==> src/rtl/sample_feeder.sv <==
// Consumer side of the sine_reader handshake: prefetches samples into a small FIFO
// and releases one per codec tick. Optional SAMPLE_FEEDER_VOLUME_EN adds an arithmetic volume shift.
module sample_feeder #(
    parameter int DEPTH   = 4,
    parameter int TIMEOUT = 64,
    parameter int SW      = 16
) (
    input  logic                   clk,
    input  logic                   rst,
    input  logic                   enable,
    input  logic                   flush,
    output logic                   generate_next,
    input  logic                   sample_ready,
    input  logic [SW-1:0]          sample,
    input  logic                   sample_tick,
`ifdef SAMPLE_FEEDER_VOLUME_EN
    input  logic [3:0]             volume_shift,
`endif
    output logic [SW-1:0]          dac_sample,
    output logic                   dac_valid,
    output logic [$clog2(DEPTH):0] fifo_count,
    output logic                   underflow,
    output logic                   timeout_err
);

    localparam int AW = $clog2(DEPTH);
    localparam int CW = AW + 1;
    localparam int TW = $clog2(TIMEOUT) + 1;
    localparam logic [CW-1:0] DEPTH_C = CW'(DEPTH);
    localparam logic [TW-1:0] TO_LAST = TW'(TIMEOUT - 1);

    typedef enum logic [1:0] {
        IDLE    = 2'd0,
        WAIT    = 2'd1,
        DISCARD = 2'd2
    } state_t;

    state_t        state, state_d;
    logic [TW-1:0] timer, timer_d;
    logic          issue;
    logic          push;
    logic          pop;
    logic          tick_uf;
    logic          to_err;

    logic [SW-1:0] mem [DEPTH];
    logic [AW-1:0] wr_ptr, rd_ptr;
    logic [SW-1:0] pop_data;

    always_ff @(posedge clk) begin
        if (rst) begin
            state         <= IDLE;
            timer         <= '0;
            generate_next <= 1'b0;
        end else begin
            state         <= state_d;
            timer         <= timer_d;
            generate_next <= issue;
        end
    end

    // Flush wins over a coincident response in WAIT; DISCARD then swallows the stale reply.
    always_comb begin
        state_d = state;
        timer_d = timer;
        issue   = 1'b0;
        push    = 1'b0;
        to_err  = 1'b0;
        case (state)
            IDLE: begin
                if (enable && !flush && (fifo_count < DEPTH_C)) begin
                    issue   = 1'b1;
                    timer_d = '0;
                    state_d = WAIT;
                end
            end
            WAIT: begin
                timer_d = timer + TW'(1);
                if (flush) begin
                    state_d = DISCARD;
                end else if (sample_ready) begin
                    push    = 1'b1;
                    state_d = IDLE;
                end else if (timer == TO_LAST) begin
                    to_err  = 1'b1;
                    state_d = IDLE;
                end
            end
            DISCARD: begin
                timer_d = timer + TW'(1);
                if (sample_ready || (timer >= TO_LAST)) begin
                    state_d = IDLE;
                end
            end
            default: state_d = IDLE;
        endcase
    end

    assign pop     = sample_tick && !flush && (fifo_count != '0);
    assign tick_uf = sample_tick && (flush || (fifo_count == '0));

`ifdef SAMPLE_FEEDER_VOLUME_EN
    assign pop_data = $signed(mem[rd_ptr]) >>> volume_shift;
`else
    assign pop_data = mem[rd_ptr];
`endif

    always_ff @(posedge clk) begin
        if (push) begin
            mem[wr_ptr] <= sample;
        end
    end

    always_ff @(posedge clk) begin
        if (rst) begin
            wr_ptr      <= '0;
            rd_ptr      <= '0;
            fifo_count  <= '0;
            dac_sample  <= '0;
            dac_valid   <= 1'b0;
            underflow   <= 1'b0;
            timeout_err <= 1'b0;
        end else begin
            dac_valid <= pop;
            if (pop) begin
                dac_sample <= pop_data;
            end
            if (tick_uf) begin
                underflow <= 1'b1;
            end
            if (to_err) begin
                timeout_err <= 1'b1;
            end
            if (flush) begin
                wr_ptr     <= '0;
                rd_ptr     <= '0;
                fifo_count <= '0;
            end else begin
                if (push) begin
                    wr_ptr <= wr_ptr + AW'(1);
                end
                if (pop) begin
                    rd_ptr <= rd_ptr + AW'(1);
                end
                case ({push, pop})
                    2'b10:   fifo_count <= fifo_count + CW'(1);
                    2'b01:   fifo_count <= fifo_count - CW'(1);
                    default: fifo_count <= fifo_count;
                endcase
            end
        end
    end

endmodule
==> config.mk <==
export PLATFORM = sky130hd
export DESIGN_NAME = sample_feeder
export DESIGN_NICKNAME = d
export VERILOG_FILES = /design/src/rtl/sample_feeder.sv
export SDC_FILE = /design/constraint.sdc
export NUM_CORES = 1
export LEC_CHECK = 0
export ABC_CLOCK_PERIOD_IN_PS = 3990
export CORE_AREA = 2 2 94 96
export CTS_CLUSTER_DIAMETER = 150
export DETAILED_ROUTE_END_ITERATION = 8
export DIE_AREA = 0 0 96 98
export PLACE_DENSITY = 0.7
export SETUP_SLACK_MARGIN = 0.05
export SYNTH_ARGS = -nofsm -noshare
export SYNTH_HDL_FRONTEND = slang
export SYNTH_SLANG_ARGS = --single-unit
==> constraint.sdc <==
create_clock -name clk -period 3.99 [get_ports clk]
set_input_delay 0.399 -clock clk [delete_from_list [all_inputs] [get_ports clk]]
set_output_delay 0.399 -clock clk [all_outputs]
set_load 0.05 [all_outputs]
==> flow_summary.yaml, run 1 <==
sta:
  clock_skew_ns: 0.008644
  maxSlewHeadroom: 0.4295
  max_freq_ghz: 0.3621
  setup_tns_ns: 0
  finalCriticalPeriod_ns: 2.762
  tightest_slew_ns: 0.8558
  slew_viol_final: 0
  hold_viol_final: 0
  fin_crit_sh: 0.6922
  setup_violations: 0
  rsz0062_at_grt: "no"
cts:
  clockRootBuffer: "clkbuf_8"
  cts_hold_buf: 0
  clk_latency_ns: 0.37
  cts.sinks: 100
  clock_path_buffers: 2
  cts_made_buffers: 9
  ctsResizeCount: 0
  cts_tree: "built"
  post_cts.repair.setup_buffers: 0
  clk_pin_slew_ns: 0.10
  htree_levels: 3
layout:
  final_cell_count_no_fill: 440
  num-nets-final: 359
  layout-drive-gt1-share: 0.1747
  mostFrequentLayoutCells: "edfxtp_1 (64), clkdlybuf4s50_1 (44), dfxtp_1 (36), nand2_1 (29), nor2_1 (21)"
  final_common_cell: "edfxtp_1"
  diodes: 0
  syn2layout_area_growth_pct: 17.05
drt:
  first_iter_violations: 113
  drc: 0
  wl_um: 7133
  wire_per_inst_um: 16.21
  vias: 2291
  avgViaCountPerCell: 5.207
  first_pass_iters: 4
  drt.antenna.violating_nets: 0
min_path:
  hold_path_depth: 2
  hold_class: "reg2reg"
  hp-start: "underflow$_SDFFE_PP0P_"
  holdPathEnd: "underflow$_SDFFE_PP0P_"
critical_path:
  critPathCaptureType: "flop"
  worstSetupPathType: "in2reg"
  arrival_ns: 3.06
  crit_path_start_kind: "primary input"
  r2r_start: "fifo_count[2]$_SDFFE_PP0P_"
  r2r_end: "fifo_count[2]$_SDFFE_PP0P_"
  reg2reg_depth: 9
  cp_max_fo: 18
  r2r_slack_ns: 1.34
  cp.required_ns: 4.29
power:
  power_leakage_nw: 1.491
  max-vdd-ir-drop_mv: 0.1819
  switching_power_uw: 510.5
  switching_share: 0.2605
  p_per_area_nw_per_um2: 411.9
  internal_power_mw: 1.449
  combPwrFrac: 0.099
  clkPwrFrac: 0.320
  seq_power_share: 0.581
status:
  run_status: "complete, no violations"
yosys:
  syn_area_um2: 4065
  syn_nets: 314
  async_flop_share: 0
  synthTopCellsByArea: "edfxtp_1 (47%), dfxtp_1 (18%), mux4_2 (8.9%)"
  synth_seq_cells: 100
  yosysTopAreaCellShare: 0.4728
  syn_avg_cell_area_um2: 14.42
  synth_cell_types: 42
  synth_ff_type: "edfxtp_1"
  synth-edff-count: 64
  ys_warn_count: 0
  synthCells: 282
  yosysTopAreaCell: "edfxtp_1"
  ys_seq_area_frac: 0.6500
grt:
  grt_pass1_vias: 2366
  grt_max_degree: 29
  antenna_found_initial: 0
  grt_pass1_wl_um: 11660
  gr-usage-all-layers: 0.1675
  grt_overflow_total: 0
placement:
  dp.cells: 424
  port_buffers: 44
  dp_hpwl_um: 4577
  gp_congestion: 0.7748
die:
  die-width_um: 96
  rows: 34
  die_h_um: 98
  fp.coreArea_um2: 8466
  fp.dieArea_um2: 9408
  start_util: 0.4802
  ios: 45
flow_run:
  drv_cap: 0
-- layer usage --
metal	vias to the layer above	routed length (um)	GRT usage
met5	-	0	0
met4	0	57	0.04945
met3	5	246	0.05324
met2	33	3731	0.2788
met1	1135	3097	0.2081
li1	1118	-	-
-- logic make-up after synthesis --
| family | Yosys count | synth area share |
|---|---|---|
| xor gates and xnor gates | 11 | 0.02370 |
| adders and majority gates | 10 | 0.03263 |
| muxes | 17 | 0.09111 |
| DFF | 100 | 0.6500 |
| and+or+nand+nor | 84 | 0.1074 |
| buffers and inverters | 23 | 0.03263 |
| AOI/OAI and AO/OA | 37 | 0.06248 |
-- flip-flops by register name, indices dropped and copies added (netlist names) --
register,cells
wr_ptr,2
state,2
mem,64
underflow,1
generate_next,1
timer,7
fifo_count,3
dac_valid,1
dac_sample,16
timeout_err,1
rd_ptr,2
-- worst max-delay path by stage --
stage | startpoint | end | slack [ns] | depth (start not counted)
floorplan | fifo_count[2]$_SDFFE_PP0P_ | fifo_count[2]$_SDFFE_PP0P_ | 1.44 | 10
global placement | flush | fifo_count[2]$_SDFFE_PP0P_ | 1.03 | 10
detailed placement | flush | fifo_count[2]$_SDFFE_PP0P_ | 0.92 | 10
CTS | flush | fifo_count[2]$_SDFFE_PP0P_ | 1.26 | 10
global route | flush | fifo_count[2]$_SDFFE_PP0P_ | 1.06 | 10
finish | flush | fifo_count[2]$_SDFFE_PP0P_ | 1.23 | 10
-- final cells by class --
type / instances / area (um^2)
sequential: 100 / 2643
inverter: 11 / 43.79
tap: 108 / 135.1
timing repair buffer: 46 / 455.4
fill: 692 / 3707
multi-input combinational: 159 / 1290
clock inverter: 7 / 67.56
clock buffer: 9 / 123.9
-- cell usage after synthesis, types with 2 or more instances --
| library cell | count |
|---|---|
| a21oi_2 | 9 |
| ha_1 | 9 |
| a21oi_1 | 14 |
| nand4_1 | 4 |
| edfxtp_1 | 64 |
| and3_1 | 2 |
| nand3_1 | 2 |
| mux4_2 | 16 |
| o21ai_0 | 3 |
| o31ai_1 | 2 |
| buf_2 | 4 |
| nor3b_2 | 2 |
| nand2_2 | 9 |
| and2_1 | 4 |
| xor2_1 | 8 |
| nor2b_1 | 2 |
| o2111ai_1 | 3 |
| inv_1 | 10 |
| buf_6 | 3 |
| dfxtp_1 | 36 |
| clkbuf_1 | 4 |
| nor2_1 | 21 |
| xnor2_1 | 3 |
| o211ai_1 | 2 |
| nand2_1 | 29 |
-- critical path: stages --
cell and delay (ns):
clkdlybuf4s50_1 0.56, inv_1 0.18, nand3_4 0.28, inv_4 0.29, ha_1 0.23, inv_1 0.08
fa_1 0.40, xor2_1 0.17, or3_1 0.32, a21oi_1 0.14
-- through the flow --
stage	area [um^2]	setup WS (ns)	utilization	power (mW)	hold WS [ns]
2_1_floorplan	4065	1.442	-	1.294	0.4692
3_3_place_gp	4567	1.027	0.5395	1.352	0.4354
3_5_place_dp	4567	0.9184	0.5395	1.356	0.4444
4_1_cts	4758	1.262	0.5621	1.981	0.4592
5_1_grt	4758	1.059	0.5621	2.038	0.4779
6_report	4758	1.228	0.5621	1.960	0.4503
-- power by group through the flow --
| stage | logic, mW | registers (mW) | clock network [mW] |
|---|---|---|---|
| after global routing | 0.213 | 1.14 | 0.683 |
| after CTS | 0.195 | 1.14 | 0.646 |
| after global placement | 0.190 | 1.16 | 0 |
| after detailed placement | 0.193 | 1.16 | 0 |
| final | 0.194 | 1.14 | 0.627 |
| after floorplan | 0.122 | 1.17 | 0 |
(Power assumes the default switching activity.)
==> run 2: changes to the inputs <==
ABC_CLOCK_PERIOD_IN_PS = 2400   (was 3990)
PLACE_DENSITY = 0.73   (was 0.7)
clock period = 2.4 ns   (was 3.99 ns; I/O delays follow)
==> run 2 against run 1 <==
Utilization grew 1.4 points. Sequential share of layout area shrank 1.3 points. Non-clock buffer count grew 10. Cell count grew 2.3%. Register-to-register slack lost 1.1 ns. Via count grew 3.4%. Sequential cell count is the same. Combinational power grew 73%. Routed wire length grew 1.1%. Critical path depth grew 1. Clock power grew 90%.
==> flow_summary.yaml, run 2 (synthesized netlist as in run 1, its figures left out) <==
status:
  run_status: "complete, no violations"
sta:
  tightest_slew_ns: 0.5085
  finalCriticalPeriod_ns: 2.153
  rsz0062_at_grt: "no"
  setup_violations: 0
  fin_crit_sh: 0.8971
  max_freq_ghz: 0.4644
  clock_skew_ns: 0.01398
  maxSlewHeadroom: 0.6599
  setup_tns_ns: 0
  slew_viol_final: 0
  hold_viol_final: 0
grt:
  grt_pass1_vias: 2343
  use_met2: 0.2655
  antenna_found_initial: 0
  top_usage_layer: "met2"
  grt_pass1_wl_um: 11560
  grt_use_met3: 0.04090
  use_met1: 0.2177
  gr-usage-all-layers: 0.1657
  grt_overflow_total: 0
  grt_max_degree: 19
drt:
  wire_per_inst_um: 16.02
  avgViaCountPerCell: 5.267
  first_iter_violations: 108
  drc: 0
  wl_um: 7209
  drt.antenna.violating_nets: 0
  vias: 2370
  first_pass_iters: 4
layout:
  final_cell_count_no_fill: 450
  largest-register: "mem"
  num-nets-final: 369
  final_core_util: 0.5764
  largest_registers: "mem (64), dac_sample (16), timer (7)"
  diodes: 0
  final_common_cell: "edfxtp_1"
  layout-drive-gt1-share: 0.2164
  syn2layout_area_growth_pct: 20.04
  mostFrequentLayoutCells: "edfxtp_1 (64), clkdlybuf4s50_1 (44), dfxtp_1 (33), nand2_1 (28), nor2_1 (21)"
  finalInstanceArea_um2: 4880
  largest_reg_flops: 64
critical_path:
  r2r_slack_ns: 0.25
  critPathCaptureType: "flop"
  arrival_ns: 2.43
  cp-startpoint: "state[1]$_SDFFE_PP0P_"
  worstSetupPathType: "reg2reg"
  r2r_start: "state[1]$_SDFFE_PP0P_"
  cp.required_ns: 2.68
  crit_path_start_kind: "flop"
  cp_max_fo: 5
cts:
  cts_hold_buf: 0
  clockRootBuffer: "clkbuf_8"
  cts_tree: "built"
  htree_levels: 3
  cts.sinks: 100
  cts_made_buffers: 9
  clk_latency_ns: 0.36
  clock_path_buffers: 2
  clk_pin_slew_ns: 0.10
die:
  rows: 34
  fp.coreArea_um2: 8466
  fp.dieArea_um2: 9408
  start_util: 0.4802
  die-width_um: 96
  die_h_um: 98
  ios: 45
placement:
  port_buffers: 44
  dp_hpwl_um: 4660
  dp.cells: 434
  placed_area_um2: 4646
  gp_congestion: 0.8408
power:
  max-vdd-ir-drop_mv: 0.3863
  p_per_area_nw_per_um2: 700.8
  power_leakage_nw: 1.561
  p_total_mw: 3.420
min_path:
  hold_class: "reg2reg"
  hp-start: "underflow$_SDFFE_PP0P_"
flow_run:
  drv_cap: 0
[run 2: path summary, 6_finish.rpt]
kind	endpoint	cells past startpoint
worst min-delay path	underflow$_SDFFE_PP0P_	2
worst max-delay path	fifo_count[2]$_SDFFE_PP0P_	11
worst max register to register	fifo_count[2]$_SDFFE_PP0P_	11
worst min register to register	underflow$_SDFFE_PP0P_	2
[run 2: final cells by class]
| cell class | instances | area [um^2] |
|---|---|---|
| Timing Repair Buffer | 56 | 530.5 |
| Fill cell | 699 | 3586 |
| Tap cell | 108 | 135.1 |
| Clock inverter | 7 | 105.1 |
| Inverter | 11 | 43.79 |
| Multi-Input combinational cell | 159 | 1295 |
| Sequential cell | 100 | 2646 |
| Clock buffer | 9 | 123.9 |
[run 2: worst max-delay path, stage by stage, from the launching register on]
cell and delay [ns]:
dfxtp_1 0.35, inv_1 0.08, ha_2 0.20, nand2_2 0.09, nor2_1 0.08, inv_1 0.07
ha_1 0.18, inv_1 0.06, fa_1 0.37, xor2_1 0.15, or3_1 0.30, a21oi_1 0.15
[run 2: metal layers]
metal  vias to the layer above  routed length (um)
li1                       1140                   -
met1                      1180                3290
met2                        39                3521
met3                        11                 273
met4                         0                 123
met5                         -                   0
[run 2: report_power, final]
part           leakage (nW)  total [mW]  internal (mW)  switching (mW)
clock                 0.112        1.19          0.603           0.587
sequential            0.869        1.89           1.87          0.0222
combinational         0.580       0.336          0.142           0.194
[run 2: repair_timing]
item	CTS	global route
endpoints found under the setup margin	0	1
resized for setup	0	2
setup buffers	0	0
[run 2: per-stage QoR]
stage	setup WS, ns	hold slack [ns]
after global routing	0.09305	0.4761
after global placement	0.1883	0.4354
after CTS	0.1731	0.4593
final	0.2468	0.4505
after detailed placement	0.1347	0.4451
after floorplan	0.07658	0.3389
==> run 3: changes to the inputs <==
ABC_CLOCK_PERIOD_IN_PS = 1900   (was 2400)
CORE_AREA = 2 2 104 106   (was 2 2 94 96)
CTS_CLUSTER_DIAMETER = unset   (was 150)
DIE_AREA = 0 0 106 108   (was 0 0 96 98)
PLACE_DENSITY = unset   (was 0.73)
clock period = 1.9 ns   (was 2.4 ns; I/O delays follow)
==> run 3 against run 2 <==
First-iteration DRC count fell by 31%. Final area increased by 3.8%. Clock-buffer cell count up 1. Sequential share of layout area is 1.8 points lower. Register-to-register slack got worse by 0.21 ns. Hold slack improved by 0.0080 ns. Combinational power rose by 57%. Critical path depth unchanged. Utilization decreased by 8.1 points. Largest power group unchanged.
==> flow_summary.yaml, run 3 (synthesized netlist as in run 1, its figures left out) <==
status:
  run_status: "complete, no violations"
layout:
  largest_registers: "mem (64), dac_sample (16), timer (7)"
  diodes: 0
  largest_reg_flops: 64
  layout-drive-gt1-share: 0.2717
  largest-register: "mem"
  nFillCells: 904
  final_core_util: 0.4953
  mostFrequentLayoutCells: "edfxtp_1 (64), clkdlybuf4s50_1 (44), dfxtp_1 (32), nand2_1 (28), buf_4 (23)"
  final_common_cell: "edfxtp_1"
  num-nets-final: 384
  syn2layout_area_growth_pct: 24.65
cts:
  clock_path_buffers: 2
  cts_tree: "built"
  cts.sinks: 100
  clockRootBuffer: "clkbuf_8"
  clk_latency_ns: 0.35
  clk_pin_slew_ns: 0.09
  htree_levels: 3
  cts_made_buffers: 9
grt:
  grt_max_degree: 18
  grt_pass1_wl_um: 12100
  gr-usage-all-layers: 0.1417
  grt_overflow_total: 0
  antenna_found_initial: 0
  grt_pass1_vias: 2335
min_path:
  hold_class: "reg2reg"
  hold_path_depth: 2
  holdPathEnd: "dac_sample[8]$_SDFFE_PP0P_"
  hp-start: "dac_sample[8]$_SDFFE_PP0P_"
drt:
  top_layer_used: "met4"
  first_iter_violations: 75
  drt.antenna.violating_nets: 0
  avgViaCountPerCell: 4.828
  met2_length_um: 3753
  wire_per_inst_um: 15.44
  drc: 0
  first_pass_iters: 4
  wl_um: 7613
  vias: 2380
  wl_met3_um: 247
  wl_met1_um: 3520
sta:
  clock_skew_ns: 0.007438
  maxSlewHeadroom: 0.6514
  setup_violations: 0
  max_freq_ghz: 0.5376
  fin_crit_sh: 0.9791
  finalCriticalPeriod_ns: 1.860
  rsz0062_at_grt: "yes"
  hold_viol_final: 0
  slew_viol_final: 0
  postLayoutSetupSlackWorst_ns: 0.03972
  tightest_slew_ns: 0.5213
  hold-worst-slack_ns: 0.4584
placement:
  gp_congestion: 0.7988
  port_buffers: 44
  dp_hpwl_um: 5059
  place_ws_ns: -0.2423
critical_path:
  r2r_slack_ns: 0.04
  critPathCaptureType: "flop"
  cp_max_fo: 2
  worstSetupPathType: "reg2reg"
  arrival_ns: 2.14
  r2r_end: "fifo_count[2]$_SDFFE_PP0P_"
  crit_path_start_kind: "flop"
  cp.required_ns: 2.18
  r2r_start: "state[1]$_SDFFE_PP0P_"
  reg2reg_depth: 11
power:
  p_total_mw: 4.098
  power_leakage_nw: 1.626
  p_per_area_nw_per_um2: 808.7
  max-vdd-ir-drop_mv: 0.3424
die:
  start_util: 0.3973
  die-width_um: 106
  fp.coreArea_um2: 10230
  fp.dieArea_um2: 11450
  ios: 45
  rows: 37
  die_h_um: 108
flow_run:
  drv_cap: 0
run 3: cell count changes in the layout (fill, tap and decap cells not counted), sizes merged:
| cell | previous run | this run |
|---|---|---|
| buf | 12 | 27 |
| bufinv | 2 | 0 |
| clkbuf | 9 | 10 |
| clkinv | 1 | 4 |
| inv | 14 | 12 |
run 3: repair_timing:
| action | 4_1_cts | 5_1_grt |
|---|---|---|
| hold buffers | 0 | 0 |
| gates resized for setup | 10 | 2 |
| buffers inserted | 2 | 1 |
| setup endpoints to repair | 1 | 2 |
| pin swaps | 6 | 6 |
run 3: worst max-delay path by stage:
stage | endpoint | from
after global placement | fifo_count[2]$_SDFFE_PP0P_ | flush
after floorplan | fifo_count[2]$_SDFFE_PP0P_ | fifo_count[2]$_SDFFE_PP0P_
after CTS | fifo_count[2]$_SDFFE_PP0P_ | state[1]$_SDFFE_PP0P_
after detailed placement | fifo_count[2]$_SDFFE_PP0P_ | flush
final | fifo_count[2]$_SDFFE_PP0P_ | state[1]$_SDFFE_PP0P_
after global routing | fifo_count[2]$_SDFFE_PP0P_ | state[1]$_SDFFE_PP0P_
run 3: power by group:
part / leakage [nW] / switching [mW] / internal [mW]
clock: 0.0841 / 0.702 / 0.475
combinational: 0.672 / 0.273 / 0.254
sequential: 0.870 / 0.0337 / 2.36
run 3: through the flow:
| step | setup TNS, ns | instances | cell area, um^2 |
|---|---|---|---|
| 2_1_floorplan | -0.3195 | 282 | 4091 |
| 4_1_cts | -0.06157 | 492 | 5057 |
| 5_1_grt | -0.02700 | 493 | 5067 |
| 6_report | 0 | 493 | 5067 |
| 3_5_place_dp | -0.2963 | 474 | 4843 |
| 3_3_place_gp | -0.1676 | 474 | 4843 |
run 3: worst max-delay path, cell delays in order, from the launching register on:
cell	delay, ns
dfxtp_2	0.34
inv_2	0.05
ha_4	0.16
nand2_4	0.06
nor2_4	0.04
inv_2	0.07
ha_4	0.13
inv_2	0.03
fa_2	0.32
xor2_1	0.15
or3_1	0.32
a21oi_2	0.13
run 3: area by class of cell:
class	instances	area, um^2	area share
clock inverters	6	38.79	0.007654
repair buffers	71	693.2	0.1368
well taps	136	170.2	0.03358
multi-input cells	159	1339	0.2642
flip-flops and latches	100	2655	0.5240
clock buffers	10	127.6	0.02519
inverters	11	43.79	0.008642
run 3: per-layer routing:
| metal | vias to the layer above | global-route usage |
|---|---|---|
| met3 | 8 | 0.03737 |
| met1 | 1172 | 0.1873 |
| li1 | 1163 | - |
| met4 | 0 | 0.04605 |
| met5 | - | 0 |
| met2 | 37 | 0.2300 |
